<file path="src/rtl/mdu_pkg.sv">
// mdu_pkg: op encodings, FSM states and iteration count for the multiply/divide unit
package mdu_pkg;
  localparam logic [1:0] OP_MULTU = 2'b00;
  localparam logic [1:0] OP_MULT = 2'b01;
  localparam logic [1:0] OP_DIVU = 2'b10;
  localparam logic [1:0] OP_DIV = 2'b11;
  localparam int ITER = 32;
  typedef enum logic [1:0] {IDLE, CALC, FIX} state_t;
  function automatic logic [31:0] mag(input logic [31:0] v, input logic sgn);
    return (sgn && v[31]) ? -v : v;
  endfunction
endpackage

</file>
<file path="src/rtl/mult_div_unit.sv">
// mult_div_unit: iterative 32-step multiply/divide with architectural HI/LO registers
module mult_div_unit
  import mdu_pkg::*;
#(
  parameter int WIDTH = 32
) (
  input  logic             clock,
  input  logic             reset,
  input  logic             start,
  input  logic [1:0]       op,
  input  logic [WIDTH-1:0] a,
  input  logic [WIDTH-1:0] b,
  input  logic             mthi,
  input  logic             mtlo,
  output logic             busy,
  output logic             done,
  output logic [WIDTH-1:0] hi,
  output logic [WIDTH-1:0] lo
);
  state_t state_q, state_d;
  logic [4:0] cnt_q, cnt_d;
  logic [63:0] acc_q, acc_d;
  logic [31:0] b_q, b_d, hi_q, hi_d, lo_q, lo_d;
  logic [1:0] op_q, op_d;
  logic sa_q, sa_d, sb_q, sb_d, done_q, done_d;
  logic [33:0] diff;
  logic [32:0] sum;
  logic [63:0] prod;
  logic [31:0] quo, rem;
  logic in_sgn, sgn, is_div;
  always_comb begin
    in_sgn = (op == OP_MULT) || (op == OP_DIV);
    sgn = (op_q == OP_MULT) || (op_q == OP_DIV);
    is_div = (op_q == OP_DIVU) || (op_q == OP_DIV);
    sum = {1'b0, acc_q[63:32]} + (acc_q[0] ? {1'b0, b_q} : 33'd0);
    diff = {1'b0, acc_q[63:31]} - {2'b0, b_q};
    prod = (sgn && (sa_q ^ sb_q)) ? -acc_q : acc_q;
    quo = (b_q == 32'd0) ? 32'hFFFF_FFFF : (sgn && (sa_q ^ sb_q)) ? -acc_q[31:0] : acc_q[31:0];
    rem = (sgn && sa_q) ? -acc_q[63:32] : acc_q[63:32];
    state_d = state_q;
    cnt_d = cnt_q;
    acc_d = acc_q;
    b_d = b_q;
    op_d = op_q;
    sa_d = sa_q;
    sb_d = sb_q;
    hi_d = hi_q;
    lo_d = lo_q;
    done_d = 1'b0;
    case (state_q)
      IDLE: begin
        if (start) begin
          acc_d = {32'd0, mag(a, in_sgn)};
          b_d = mag(b, in_sgn);
          sa_d = in_sgn && a[31];
          sb_d = in_sgn && b[31];
          op_d = op;
          cnt_d = 5'd0;
          state_d = CALC;
        end else begin
          hi_d = mthi ? a : hi_q;
          lo_d = mtlo ? a : lo_q;
        end
      end
      CALC: begin
        acc_d = !is_div ? {sum, acc_q[31:1]} :
                (diff[33:32] != 2'b00) ? {acc_q[62:0], 1'b0} : {diff[31:0], acc_q[30:0], 1'b1};
        cnt_d = cnt_q + 5'd1;
        state_d = (cnt_q == 5'(ITER - 1)) ? FIX : CALC;
      end
      FIX: begin
        hi_d = is_div ? rem : prod[63:32];
        lo_d = is_div ? quo : prod[31:0];
        done_d = 1'b1;
        cnt_d = 5'd0;
        state_d = IDLE;
      end
      default: state_d = IDLE;
    endcase
  end
  always_ff @(posedge clock) begin
    if (reset) begin
      state_q <= IDLE;
      cnt_q <= 5'd0;
      acc_q <= 64'd0;
      b_q <= 32'd0;
      op_q <= 2'd0;
      sa_q <= 1'b0;
      sb_q <= 1'b0;
      hi_q <= 32'd0;
      lo_q <= 32'd0;
      done_q <= 1'b0;
    end else begin
      state_q <= state_d;
      cnt_q <= cnt_d;
      acc_q <= acc_d;
      b_q <= b_d;
      op_q <= op_d;
      sa_q <= sa_d;
      sb_q <= sb_d;
      hi_q <= hi_d;
      lo_q <= lo_d;
      done_q <= done_d;
    end
  end
  assign busy = state_q != IDLE;
  assign done = done_q;
  assign hi = hi_q;
  assign lo = lo_q;
endmodule

</file>
<file path="config.mk">
export PLATFORM = sky130hd
export DESIGN_NAME = mult_div_unit
export DESIGN_NICKNAME = d
export VERILOG_FILES = /design/src/rtl/mdu_pkg.sv /design/src/rtl/mult_div_unit.sv
export SDC_FILE = /design/constraint.sdc
export NUM_CORES = 1
export LEC_CHECK = 0
export BUFFER_PORTS_ARGS = -buffer_cell sky130_fd_sc_hd__buf_2
export CAP_MARGIN = 20
export CELL_PAD_IN_SITES_DETAIL_PLACEMENT = 1
export CELL_PAD_IN_SITES_GLOBAL_PLACEMENT = 1
export CORE_MARGIN = 4
export CORE_UTILIZATION = 42
export CTS_BUF_LIST = sky130_fd_sc_hd__clkbuf_8
export CTS_CLUSTER_DIAMETER = 50
export DETAILED_ROUTE_END_ITERATION = 7
export GPL_TIMING_DRIVEN = 0
export PLACE_DENSITY = 0.81
export SLEW_MARGIN = 20
export SYNTH_ARGS = -nofsm -noshare
export SYNTH_HDL_FRONTEND = slang
export SYNTH_SLANG_ARGS = --single-unit
</file>
<file path="constraint.sdc">
create_clock -name clock -period 4.1 [get_ports clock]
set_input_delay 0.205 -clock clock [delete_from_list [all_inputs] [get_ports clock]]
set_output_delay 0.205 -clock clock [all_outputs]
set_load 0.01 [all_outputs]
</file>
* Word level (Yosys, flattened, before mapping)
Cells that the tools add are included.
** Operators by class
- Add/sub/neg operators :: 8
- $mul :: 0
- Divide/modulo/power cells :: 0
- $lt $le $gt $ge :: 0
- Equal/unequal tests :: 12
- Shifts and indexed selects :: 0
- Multiplexer cells :: 25
- Bitwise operators :: 1
- Reduce and logical (&&, ||, !) cells :: 19
** Operators by type and width (number)
- $mux 32 :: 12
- $mux 64 :: 4
- $neg 32->32 :: 4
- $pmux 32 s2 :: 2
- $pmux 64 s2 :: 1
- $neg 64->64 :: 1
- $sub 33x32->34 :: 1
- $add 32x32->33 :: 1
- $logic_not 32->1 :: 1
- $pmux 5 s3 :: 1
- $eq 2x2->1 const B :: 4
- $ne 2x2->1 const B :: 4
- $reduce_bool 2->1 :: 4
- $eq 2x1->1 const B :: 3
- $reduce_and 2->1 :: 3
- $reduce_and 3->1 :: 2
- $add 5x1->5 const B :: 1
- $eq 5x5->1 const B :: 1
- $mux 5 :: 1
- $logic_and 1x1->1 :: 4
- $mux 2 :: 2
- $pmux 2 s2 :: 1
- $logic_or 1x1->1 :: 3
- $reduce_bool 3->1 :: 1
- 3 further kinds :: 3
** Word-level totals
- Flip-flop bits (word level) :: 172
- Latch bits :: 0
- Memory bits (writable) :: 0
- ROM bits :: 0
- Input port bits :: 71
- Output and inout port bits :: 66
- Memories :: 0

* Logic depth before layout (Yosys ltp)
Gate-level depths: netlist of the first run.
- Word-level depth :: 7
- Mapped depth :: 15
- Gate-level depth less buffers :: 13

* Worst setup path before layout of the first run
No wires, ideal clock.
- Kind :: flip-flop to flip-flop
- Start point :: register acc_q[0]
- End point :: register acc_q[61]
- Data arrival time :: 3.316 ns
- Setup slack :: 0.663 ns
- Stages on the path, launching flop included :: 15
- Buffers on the path :: 2
- Period minus slack after synthesis :: 3.437 ns
- Path through :: dfxtp_1 clkbuf_1 inv_1 clkbuf_1 nor2_1 ha_1 a21o_1 or3_1 o21ai_0 a21boi_1 a221o_1 a21o_1 o41a_1 xor2_1 a221o_1
** On the way
- Cells in the longest elaborated chain, start to end :: 4
** Ends and longest elaborated chain
- start: declaration :: RTL line mult_div_unit.sv:22 : logic [63:0] acc_q, acc_d;
- start signal: assignment :: RTL line mult_div_unit.sv:85 : acc_q <= 64'd0;
- start signal: assignment :: RTL line mult_div_unit.sv:96 : acc_q <= acc_d;
- $mux 32 :: RTL line mult_div_unit.sv:35 : sum = {1'b0, acc_q[63:32]} + (acc_q[0] ? {1'b0, b_q} : 33'd0);
- $add 32x32->33 :: RTL line mult_div_unit.sv:35
- $mux 64 :: RTL line mult_div_unit.sv:66 : acc_d = !is_div ? {sum, acc_q[31:1]} :
- $pmux 64 s2 :: RTL line mult_div_unit.sv:50 : case (state_q)
No other way between the ends.
A chain may end at the register's enable or synchronous reset.

* Worst setup path in the final report of the first run
- Start point :: register acc_q[31]
- End point :: register acc_q[59]
** On the way
- Cells in the longest elaborated chain, start to end :: 5
** Ends and longest elaborated chain
- $sub 33x32->34 * :: RTL line mult_div_unit.sv:36 : diff = {1'b0, acc_q[63:31]} - {2'b0, b_q};
- $reduce_bool 2->1 :: RTL line mult_div_unit.sv:67 : (diff[33:32] != 2'b00) ? {acc_q[62:0], 1'b0} : {diff[31:0], acc_q[30:0], 1'b1};
- $mux 64 * :: RTL line mult_div_unit.sv:67
- $mux 64 * :: RTL line mult_div_unit.sv:66
- $pmux 64 s2 * :: RTL line mult_div_unit.sv:50
Mark *: on every way between the ends. The rest lies on a longest branch, timed or not.

==> parameters.txt, run 1 <==
Parameter                              Value

Routing
  Number of iterations in the first detailed-routing pass ... 7
  Via Count ... 15299
  Vias per cell ... 6.26
  Number of antenna-violating nets in the routed design ... 0
  Residual DRC count ... 0
  Initial drt markers ... 1280
  DRT Wirelength ... 57300 um
  Routed wirelength normalized by instance count ... 23.5 um

Finish
  Final core occ ... 0.482
  Number of fill cells in the layout ... 4226
  Area used by multi-input combinational logic ... 9710 um2
  Fraction of layout instances using a drive strength above 1 ... 0.106
  Number of antenna repair diodes ... 0
  FF/Latch Area ... 3450 um2
  Final-stage net count ... 2130
  Synth-to-Final Area Change ... 13.1%
  Final Cell Area ... 15700 um2

Placed design
  Post-detail-place hpwl ... 45600 um
  Total of buffers placed on input and output ports ... 134
  Dpl cell area ... 15100 um2
  Gpl congestion ... 0.977

Clocking
  Root buffer cell ... clkbuf_8
  Clock buffers created by TritonCTS ... 17
  Number of clock sinks ... 172
  H-Tree Depth ... 4
  Clock-pin transition on the worst setup and hold timing paths ... 110 ps
  Buffer depth of the longest clock path ... 2
  Clock tree from TritonCTS ... built
  Clock latency on the worst-skew pair ... 530 ps

Setup path
  Worst-case reg-to-reg path depth ... 15
  Endpoint required time on the critical path ... 4480 ps
  Largest fanout of any net on the critical path ... 10
  Setup slack on the worst flop-to-flop path ... 150 ps
  Startpoint types ... register
  Crit path DAT ... 4330 ps
  Critical path endpoint ... acc_q[59]
  End of the worst register-to-register path ... acc_q[59]
  Category of the critical setup timing path ... register to register
  Endpoint kind of the worst setup timing path ... register
  Worst r2r src ... acc_q[31]
  CP startpoint ... acc_q[31]

Synthesis
  Synth warnings ... 0
  Simple-gate share of the synthesized area ... 0.192
  Main combinational cell family by area after synthesis ... compound AO/OA/AOI/OAI gates
  Dominant register cell in the synthesized netlist ... dfxtp_1
  Number of enable flip-flop cells after synthesis ... 0
  Post-synthesis average cell area ... 7.60 um2
  Post-synthesis share of cell area spent on full adders, half adders and majority gates ... 0.0660
  Total of flip-flops plus latches after synthesis ... 172
  Synth unique cells ... 78
  Area share of the leading cell type in the synthesized netlist ... 0.248
  Most used standard cells in the synthesized netlist ... nor2_1 (199), dfxtp_1 (172), a21oi_1 (158)
  Synthesized cell area ... 13900 um2
  Nets in the synthesized netlist ... 1969
  Post-Synthesis Cells ... 1826
  Sequential cell area fraction in the yosys report ... 0.248
  Biggest area contributors in the synthesized netlist ... dfxtp_1 (25%), ha_1 (6.3%), a21oi_1 (5.7%)
  Mux share of post-synthesis cell area ... 0.0400
  Post-synthesis xor/xnor area fraction ... 0.101
  Compound-cell area share of the yosys netlist ... 0.296
  Fraction of registers with async set or reset after synthesis ... 0
  Cell with the most instances after synthesis ... nor2_1
  Most area-hungry cell type in the Yosys netlist ... dfxtp_1

Die
  Total number of placement rows ... 66
  Standard cell core area ... 32500 um2
  Number of ports placed on the die boundary ... 137
  Initial cell density of the core ... 0.426
  Die X-Extent ... 190 um
  Total Die Area ... 36000 um2
  Die span in y ... 190 um

Pwr
  Total Power Consumption ... 4520 uW
  P_leak ... 0.00622 uW
  Internal power contribution ... 2840 uW
  Seq pwr share ... 0.415
  Power density relative to cell area ... 288 nW/um2
  Switching pwr ... 1680 uW
  Combinational Power Share ... 0.285
  Worst voltage drop across the vdd grid ... 213 uV
  Proportion of power drawn by the clock network ... 0.300
  Switching share of total power ... 0.372

STA
  Worst Tran Pin Value ... 1090 ps
  Worst rel slew slack ... 0.264
  RSZ-0062 raised after global routing ... no
  Fmax ... 253 MHz
  Number of hold violations in the final report ... 0
  Count of pins over their slew limit ... 0
  Total negative slack for setup checks ... 0 ps
  Setup skew after layout ... 26.5 ps
  Setup violation total in the final timing report ... 0
  Tcrit/Tclk final ... 0.964
  Post-Route Hold Slack ... 35.4 ps
  Min Tclk post-route ... 3950 ps

Global route
  Maximum number of pins on one net before global-route repair ... 17
  Via count of the first global-routing pass ... 15403
  Total global-route track usage ... 0.313
  Global-route wire length before repair ... 89100 um
  Initial antenna violation count ... 1
  Congestion Overflow GR ... 0

Min path
  Worst min-delay path class ... primary input to register

Flow run
  Max_cap viols ... 0

Status
  Run status ... finished, final reports clean
==> cells by family after synthesis <==
kind of cell / after synthesis
AO/OA/AOI/OAI: 619
adder cells (fa/ha/maj): 72
buffers and inverters: 207
XOR/XNOR: 160
AND/OR/NAND/NOR: 541
multiplexers: 55
flip-flops: 172
==> power groups by stage <==
stage               Combinational [uW]  Clock (uW)  Sequential, uW
global route                      1400        1430            1890
global placement                  1210           0            1910
finish                            1290        1360            1880
floorplan                          818           0            1880
CTS                               1260        1360            1880
detailed placement                1250           0            1910
==> worst min path at each step <==
stage          startpoint  endpoint  slack (ps)  depth (start not counted)
2_1_floorplan        b[0]    b_q[0]         340                          2
3_3_place_gp      b_q[26]   b_q[26]         470                          2
3_5_place_dp      b_q[26]   b_q[26]         480                          2
4_1_cts             b[23]   b_q[23]           9                          3
5_1_grt             b[14]   b_q[14]          30                          3
6_report            b[23]   b_q[23]          40                          3
==> stage by stage <==
| stage | cells | setup slack (ps) |
|---|---|---|
| after CTS | 2439 | 46.0 |
| after detailed placement | 2402 | -441 |
| after global placement | 2402 | -395 |
| after global routing | 2442 | 12.1 |
| final | 2442 | 146 |
| after floorplan | 1826 | 663 |
==> sequential cells by signal, indices dropped and copies added, names as in the netlist, 2 cells and up <==
signal   count
lo          32
cnt_q        5
hi          32
acc_q       64
b_q         32
op_q         2
state_q      2
==> cell usage in the layout (no fill, tap or decap), drive strengths merged, types with 20 or more instances in the layout <==
| cell type | instances |
|---|---|
| xor2 | 82 |
| a21o | 31 |
| dfxtp | 172 |
| inv | 71 |
| ha | 70 |
| nor4 | 20 |
| mux2i | 51 |
| a21oi | 159 |
| a222oi | 22 |
| nor3 | 48 |
| a211oi | 73 |
| buf | 148 |
| or3 | 24 |
| xnor2 | 78 |
| nand3 | 37 |
| o21ai | 125 |
| clkbuf | 149 |
| a22oi | 61 |
| nand2 | 98 |
| nor2 | 199 |
| o31ai | 21 |
==> routing by layer <==
layer  up-vias  GRT usage  part of all wire
li1       7086          -                 -
met1      7576      0.388              0.42
met2       503      0.535              0.48
met3       132     0.0455             0.055
met4         2      0.149             0.047
met5         -          0           0.00023
==> timing repair <==
action / in CTS / in global routing
endpoints found under the hold margin: 6 / 0
endpoints found under the setup margin: 46 / 34
buffers inserted: 0 / 4
resized for setup: 10 / 14
pin swaps: 0 / 2
hold buffers: 6 / 0
==> final cells by class <==
type | count | area share
plain buffers | 138 | 0.0346
clock buffers | 21 | 0.0184
clock inverters | 11 | 0.00837
inverters | 67 | 0.0163
multi-input cells | 1447 | 0.619
flip-flops and latches | 172 | 0.220
well taps | 442 | 0.0353
repair buffers | 144 | 0.0485
==> critical path, stage by stage (launching register included) <==
cell      delay, ps
dfxtp_1         380
inv_1           130
ha_1            210
inv_1            70
fa_1            440
a211oi_2        270
o211ai_1        230
a41oi_2         340
a21oi_4         150
a2111o_1        400
o311a_1         170
and2_1          180
clkbuf_4        200
buf_4           220
a41oi_1         270
o211ai_1        140
(Power assumes the default switching activity.)
==> inputs of run 2 (changes only) <==
--- a/config.mk
+++ b/config.mk
@@ -15,6 +15,7 @@
 export CTS_CLUSTER_DIAMETER = 50
 export DETAILED_ROUTE_END_ITERATION = 7
 export GPL_TIMING_DRIVEN = 0
+export MAX_ROUTING_LAYER = met4
 export PLACE_DENSITY = 0.81
 export SLEW_MARGIN = 20
 export SYNTH_ARGS = -nofsm -noshare
==> run 2 against run 1 <==
  * Register-to-register slack lost 20 ps
  * Largest cell class unchanged
  * Critical path depth shrank 2
  * Total power grew 0.29%
  * Combinational power is essentially flat
  * Critical path type unchanged
  * Largest power group unchanged
  * Fmax shrank 0.54%
==> parameters.txt, run 2 (synthesis gave the netlist of run 1 again) <==
Parameter                              Value

Status
  Run status ... finished, final reports clean

Placed design
  Total of buffers placed on input and output ports ... 134 (unchanged)
  Gpl congestion ... 0.977 (about the same)
  Post-detail-place hpwl ... 45900 um (+0.63%)
  Dpl cell area ... 15100 um2 (unchanged)

Pwr
  Worst voltage drop across the vdd grid ... 200 uV (-6.1%)
  P_leak ... 0.00620 uW (-0.33%)
  Power density relative to cell area ... 290 nW/um2 (+0.71%)

STA
  Fmax ... 252 MHz (-0.54%)
  Total negative slack for setup checks ... 0 ps (unchanged)
  Number of hold violations in the final report ... 0 (unchanged)
  Worst Tran Pin Value ... 1170 ps (+81.7 ps)
  Setup violation total in the final timing report ... 0 (unchanged)
  Setup skew after layout ... 24.2 ps (-2.37 ps)
  Worst rel slew slack ... 0.211 (-0.0538)
  Tcrit/Tclk final ... 0.970 (+0.00525)
  Count of pins over their slew limit ... 0 (unchanged)
  Min Tclk post-route ... 3980 ps (+21.5 ps)

Finish
  Final Cell Area ... 15600 um2 (-0.42%)
  Max FFs per register ... 64 (unchanged)
  Final-stage net count ... 2125 (-0.23%)
  Fraction of layout instances using a drive strength above 1 ... 0.103 (-0.00319)
  Most frequent cells in the layout ... nor2_1 (199), dfxtp_1 (171), a21oi_1 (156)
  Synth-to-Final Area Change ... 12.6%
  Number of antenna repair diodes ... 0 (unchanged)
  Most common library cell in the layout ignoring fill and taps ... nor2_1
  Reg with most FFs ... acc_q

Setup path
  Maximum single-stage delay on the critical path ... 530 ps (+90 ps)
  Startpoint types ... register
  Cell family contributing the most delay on the critical path ... compound AO/OA/AOI/OAI gates
  Endpoint kind of the worst setup timing path ... register
  Cell breakdown of the critical path ... inv_1 > clkbuf_2 > ha_1 > inv_1 > nor3_4 > nand4_1 > nor4_4 > buf_4 > a21oi_2 > o41ai_1 > xnor2_1 > a222oi_1 > nor2_1
  Crit path DAT ... 4360 ps (+30 ps)
  Category of the critical setup timing path ... register to register
  Cell repeated most along the worst path ... inv_1
  Slowest cell on the critical path ... o41ai_1
  Largest fanout of any net on the critical path ... 10 (unchanged)
  Endpoint required time on the critical path ... 4480 ps (about the same)
  Number of buffers and inverters on the critical path ... 4 (unchanged)

Clocking
  Clock latency on the worst-skew pair ... 510 ps (-20 ps)
  H-Tree Depth ... 4 (unchanged)
  Clock buffers created by TritonCTS ... 17 (unchanged)
  Buffer depth of the longest clock path ... 2 (unchanged)
  Clock tree from TritonCTS ... built
  Number of clock sinks ... 172 (unchanged)
  Root buffer cell ... clkbuf_8
  Clock-pin transition on the worst setup and hold timing paths ... 110 ps (about the same)

Die
  Die X-Extent ... 190 um (unchanged)
  Total number of placement rows ... 66 (unchanged)
  Number of ports placed on the die boundary ... 137 (unchanged)
  Initial cell density of the core ... 0.426 (unchanged)
  Die span in y ... 190 um (unchanged)
  Total Die Area ... 36000 um2 (unchanged)
  Standard cell core area ... 32500 um2 (unchanged)

Routing
  Amount of wire on met3 after detailed routing ... 2910 um (-7.6%)
  Routed wirelength normalized by instance count ... 23.9 um (+1.6%)
  Initial drt markers ... 1430 (+12%)
  Residual DRC count ... 0 (unchanged)
  DRT Wirelength ... 58100 um (+1.3%)
  Vias per cell ... 6.32 (+0.87%)
  Detailed-routing wirelength on met1 ... 24700 um (+3.3%)
  Top routing layer used ... met4
  Met2 WL post-DR ... 27300 um (-0.94%)
  Via Count ... 15394 (+0.62%)
  Number of antenna-violating nets in the routed design ... 0 (unchanged)
  Number of iterations in the first detailed-routing pass ... 6 (-1)

Global route
  Maximum number of pins on one net before global-route repair ... 17 (unchanged)
  Initial antenna violation count ... 0 (-1)
  Global-route wire length before repair ... 89900 um (+0.97%)
  Total global-route track usage ... 0.323 (+0.00990)
  Congestion Overflow GR ... 0 (unchanged)
  Via count of the first global-routing pass ... 15733 (+2.1%)

Min path
  Worst min-delay path class ... primary input to register

Flow run
  Max_cap viols ... 0 (unchanged)
[run 2: cell types whose count changed in the layout (fill, tap and decap cells not counted), sizes merged]
cell,before,now
buf,148,145
bufinv,2,3
clkbuf,149,146
clkinv,0,2
clkinvlp,5,3
dlygate4sd3,6,4
inv,71,72
[run 2: stage by stage]
step	worst slack, ps	hold WS [ps]	power, uW	util	std cells
2_1_floorplan	663	341	2700	-	1826
3_3_place_gp	-357	461	3120	0.464	2402
3_5_place_dp	-432	477	3170	0.464	2402
4_1_cts	8.25	0.105	4500	0.478	2436
5_1_grt	-18.9	2.95	4730	0.480	2436
6_report	124	9.68	4540	0.480	2436
[run 2: power breakdown]
part	leakage [uW]	internal [uW]	switching (uW)	total, uW
clock network	0.000204	621	743	1360
logic	0.00458	451	844	1290
registers	0.00141	1770	109	1880
[run 2: final timing paths]
check        slack, ps  depth (start not counted)     start  endpoint
max reg2reg        120                         13  acc_q[0]     hi[8]
max                120                         13  acc_q[0]     hi[8]
min                 10                          3     b[16]   b_q[16]
min reg2reg        490                          2   b_q[26]   b_q[26]
[run 2: worst min-delay path, stage by stage]
cell      delay, ps
buf_2            90
xnor2_1         110
a211oi_1         60
[run 2: per-layer routing]
layer / vias up / global-route usage
met3: 191 / 0.0376
met4: 0 / 0.151
met2: 553 / 0.533
met1: 7571 / 0.397
li1: 7079 / -
met5: - / -
[run 2: what timing repair did]
action,in CTS,in global routing
gates resized for setup,7,12
buffers inserted,0,1
endpoints found under the setup margin,40,39
hold buffers,4,0
endpoints found under the hold margin,4,0
pin swaps,0,1
[run 2: area by class of cell]
cell class              count  area (um2)
clock buffers              18         248
inverters                  67         251
plain buffers             138         536
flip-flops and latches    172        3440
multi-input cells        1447        9710
well taps                 442         553
repair buffers            139         718
fillers                  4223       16900
clock inverters            13         165
==> inputs of run 3 (changes only) <==
==> constraint.sdc (replaced) <==
create_clock -name clock -period 4 [get_ports clock]
set_input_delay 0.2 -clock clock [delete_from_list [all_inputs] [get_ports clock]]
set_output_delay 0.2 -clock clock [all_outputs]
set_load 0.01 [all_outputs]
==> run 3 against run 2 <==
  * Flip-flop and latch count did not move
  * Combinational power rose by 3%
  * Global-route usage barely moved
  * Register-to-register slack improved by 20 ps
  * Cell count barely moved
  * Non-clock buffer count rose by 2
  * Design area rose by 0.36%
  * Fmax rose by 3.0%
  * Critical path type unchanged
  * Critical endpoint is now acc_q[0]
  * Largest cell class unchanged
==> parameters.txt, run 3 (synthesis gave the netlist of run 1 again) <==
Parameter                              Value

Status
  Run status ... finished, final reports clean

Global route
  Total global-route track usage ... 0.323 (about the same)
  Initial antenna violation count ... 0 (unchanged)
  Maximum number of pins on one net before global-route repair ... 17 (unchanged)
  Via count of the first global-routing pass ... 15754 (+0.13%)
  Congestion Overflow GR ... 0 (unchanged)
  Global-route wire length before repair ... 89900 um (about the same)

Setup path
  CP startpoint ... acc_q[31]
  Worst-case reg-to-reg path depth ... 15 (+2)
  Endpoint kind of the worst setup timing path ... register
  Cell repeated most along the worst path ... inv_1
  Largest fanout of any net on the critical path ... 10 (unchanged)
  Cell family contributing the most delay on the critical path ... compound AO/OA/AOI/OAI gates
  Crit path DAT ... 4210 ps (-150 ps)
  Worst r2r src ... acc_q[31]
  Endpoint required time on the critical path ... 4350 ps (-130 ps)
  Category of the critical setup timing path ... register to register
  Cell breakdown of the critical path ... inv_1 > ha_1 > inv_1 > fa_1 > a211oi_2 > o211ai_1 > a41oi_2 > a21oi_4 > a2111o_1 > o311a_1 > and2_1 > buf_2 > buf_4 > a21oi_1 > a211oi_1
  Startpoint types ... register
  Slowest cell on the critical path ... fa_1
  Number of buffers and inverters on the critical path ... 4 (unchanged)
  WP depth ... 15 (+2)
  Maximum single-stage delay on the critical path ... 440 ps (-90 ps)

STA
  Final worst slack ... 139 ps (+15.2 ps)
  Total negative slack for setup checks ... 0 ps (unchanged)
  Tcrit/Tclk final ... 0.965 (-0.00454)
  Min Tclk post-route ... 3860 ps (-115 ps)
  Setup violation total in the final timing report ... 0 (unchanged)
  Count of pins over their slew limit ... 0 (unchanged)
  Fmax ... 259 MHz (+3.0%)
  Number of hold violations in the final report ... 0 (unchanged)
  Worst rel slew slack ... 0.226 (+0.0158)
  Setup skew after layout ... 23.7 ps (-0.466 ps)
  RSZ-0062 raised after global routing ... yes
  Worst Tran Pin Value ... 1150 ps (-23.5 ps)

Flow run
  Max_cap viols ... 0 (unchanged)

Finish
  Most frequent cells in the layout ... nor2_1 (199), dfxtp_1 (171), a21oi_1 (154)
  Most common library cell in the layout ignoring fill and taps ... nor2_1
  Non-Filler Instances ... 2438 (+0.082%)
  Reg with most FFs ... acc_q
  Fraction of layout instances using a drive strength above 1 ... 0.106 (+0.00290)
  Synth-to-Final Area Change ... 13.0%
  Final-stage net count ... 2127 (+0.094%)
  Final Cell Area ... 15700 um2 (+0.36%)
  Number of antenna repair diodes ... 0 (unchanged)
  Max FFs per register ... 64 (unchanged)

Routing
  Number of iterations in the first detailed-routing pass ... 6 (unchanged)
  Routed wirelength normalized by instance count ... 23.9 um (about the same)
  Via Count ... 15423 (+0.19%)
  Residual DRC count ... 0 (unchanged)
  Number of antenna-violating nets in the routed design ... 0 (unchanged)
  Initial drt markers ... 1371 (-4.1%)
  Vias per cell ... 6.33 (+0.11%)
  DRT Wirelength ... 58200 um (+0.15%)

Clocking
  Clock-pin transition on the worst setup and hold timing paths ... 110 ps (about the same)
  Number of clock sinks ... 172 (unchanged)
  Root buffer cell ... clkbuf_8
  Clock tree from TritonCTS ... built
  Buffer depth of the longest clock path ... 2 (unchanged)
  Clock latency on the worst-skew pair ... 510 ps (about the same)
  Clock buffers created by TritonCTS ... 17 (unchanged)
  H-Tree Depth ... 4 (unchanged)

Die
  Initial cell density of the core ... 0.426 (unchanged)
  Standard cell core area ... 32500 um2 (unchanged)
  Die span in y ... 190 um (unchanged)
  Total number of placement rows ... 66 (unchanged)
  Number of ports placed on the die boundary ... 137 (unchanged)
  Die X-Extent ... 190 um (unchanged)
  Total Die Area ... 36000 um2 (unchanged)

Pwr
  P_leak ... 0.00622 uW (+0.34%)
  Total Power Consumption ... 4660 uW (+2.6%)
  Power density relative to cell area ... 297 nW/um2 (+2.3%)
  Worst voltage drop across the vdd grid ... 207 uV (+3.7%)

Placed design
  Dpl cell area ... 15100 um2 (unchanged)
  Post-detail-place hpwl ... 45900 um (unchanged)
  Gpl congestion ... 0.977 (unchanged)
  Total of buffers placed on input and output ports ... 134 (unchanged)
  Post-placement worst setup slack ... -532 ps (-100 ps)
  DP Cell Count ... 2402 (unchanged)

Min path
  Worst min-delay path class ... primary input to register
  Worst min-delay path startpoint ... b[14]
  Number of cells on the worst hold path ... 3 (unchanged)
## run 3: report_power, final
group          total, uW  internal [uW]  leakage, uW  switching (uW)
combinational       1330            463      0.00461             865
clock               1400            636     0.000204             766
sequential          1920           1810      0.00141             112
total               4660           2910      0.00622            1740
## run 3: timing repair
item	4_1_cts	5_1_grt
endpoints found under the setup margin	48	30
hold endpoints to repair	5	0
setup buffers	0	2
pin swaps	0	4
hold buffers	5	0
gates resized for setup	12	18
## run 3: cell type report
| type | instances | area [um2] |
|---|---|---|
| Buffer | 138 | 541 |
| Clock buffer | 18 | 248 |
| Clock inverter | 13 | 165 |
| Fill cell | 4210 | 16900 |
| Inverter | 67 | 251 |
| Multi-Input combinational cell | 1447 | 9740 |
| Sequential cell | 172 | 3450 |
| Tap cell | 442 | 553 |
| Timing Repair Buffer | 141 | 736 |
## run 3: worst paths after layout
kind                            slack [ps]        to
worst max-delay path                   140  acc_q[0]
worst min-delay path                    30   b_q[14]
worst max register to register         140  acc_q[0]
worst min register to register         490   b_q[26]
## run 3: per-layer routing
| metal | vias up | wire [um] | track usage |
|---|---|---|---|
| li1 | 7073 | - | - |
| met1 | 7632 | 24600 | 0.396 |
| met2 | 549 | 27600 | 0.535 |
| met3 | 169 | 3080 | 0.0398 |
| met4 | 0 | 2870 | 0.145 |
| met5 | - | 0 | - |
## run 3: metrics by stage
stage / hold slack, ps / utilization
finish: 27.9 / 0.482
global route: 33.8 / 0.482
CTS: 25.1 / 0.479
detailed placement: 477 / 0.464
global placement: 461 / 0.464
floorplan: 336 / -
## run 3: tightest hold or removal path, cell delays in order
cell and delay [ps]:
buf_2 130, o21ai_0 80, a311oi_1 90
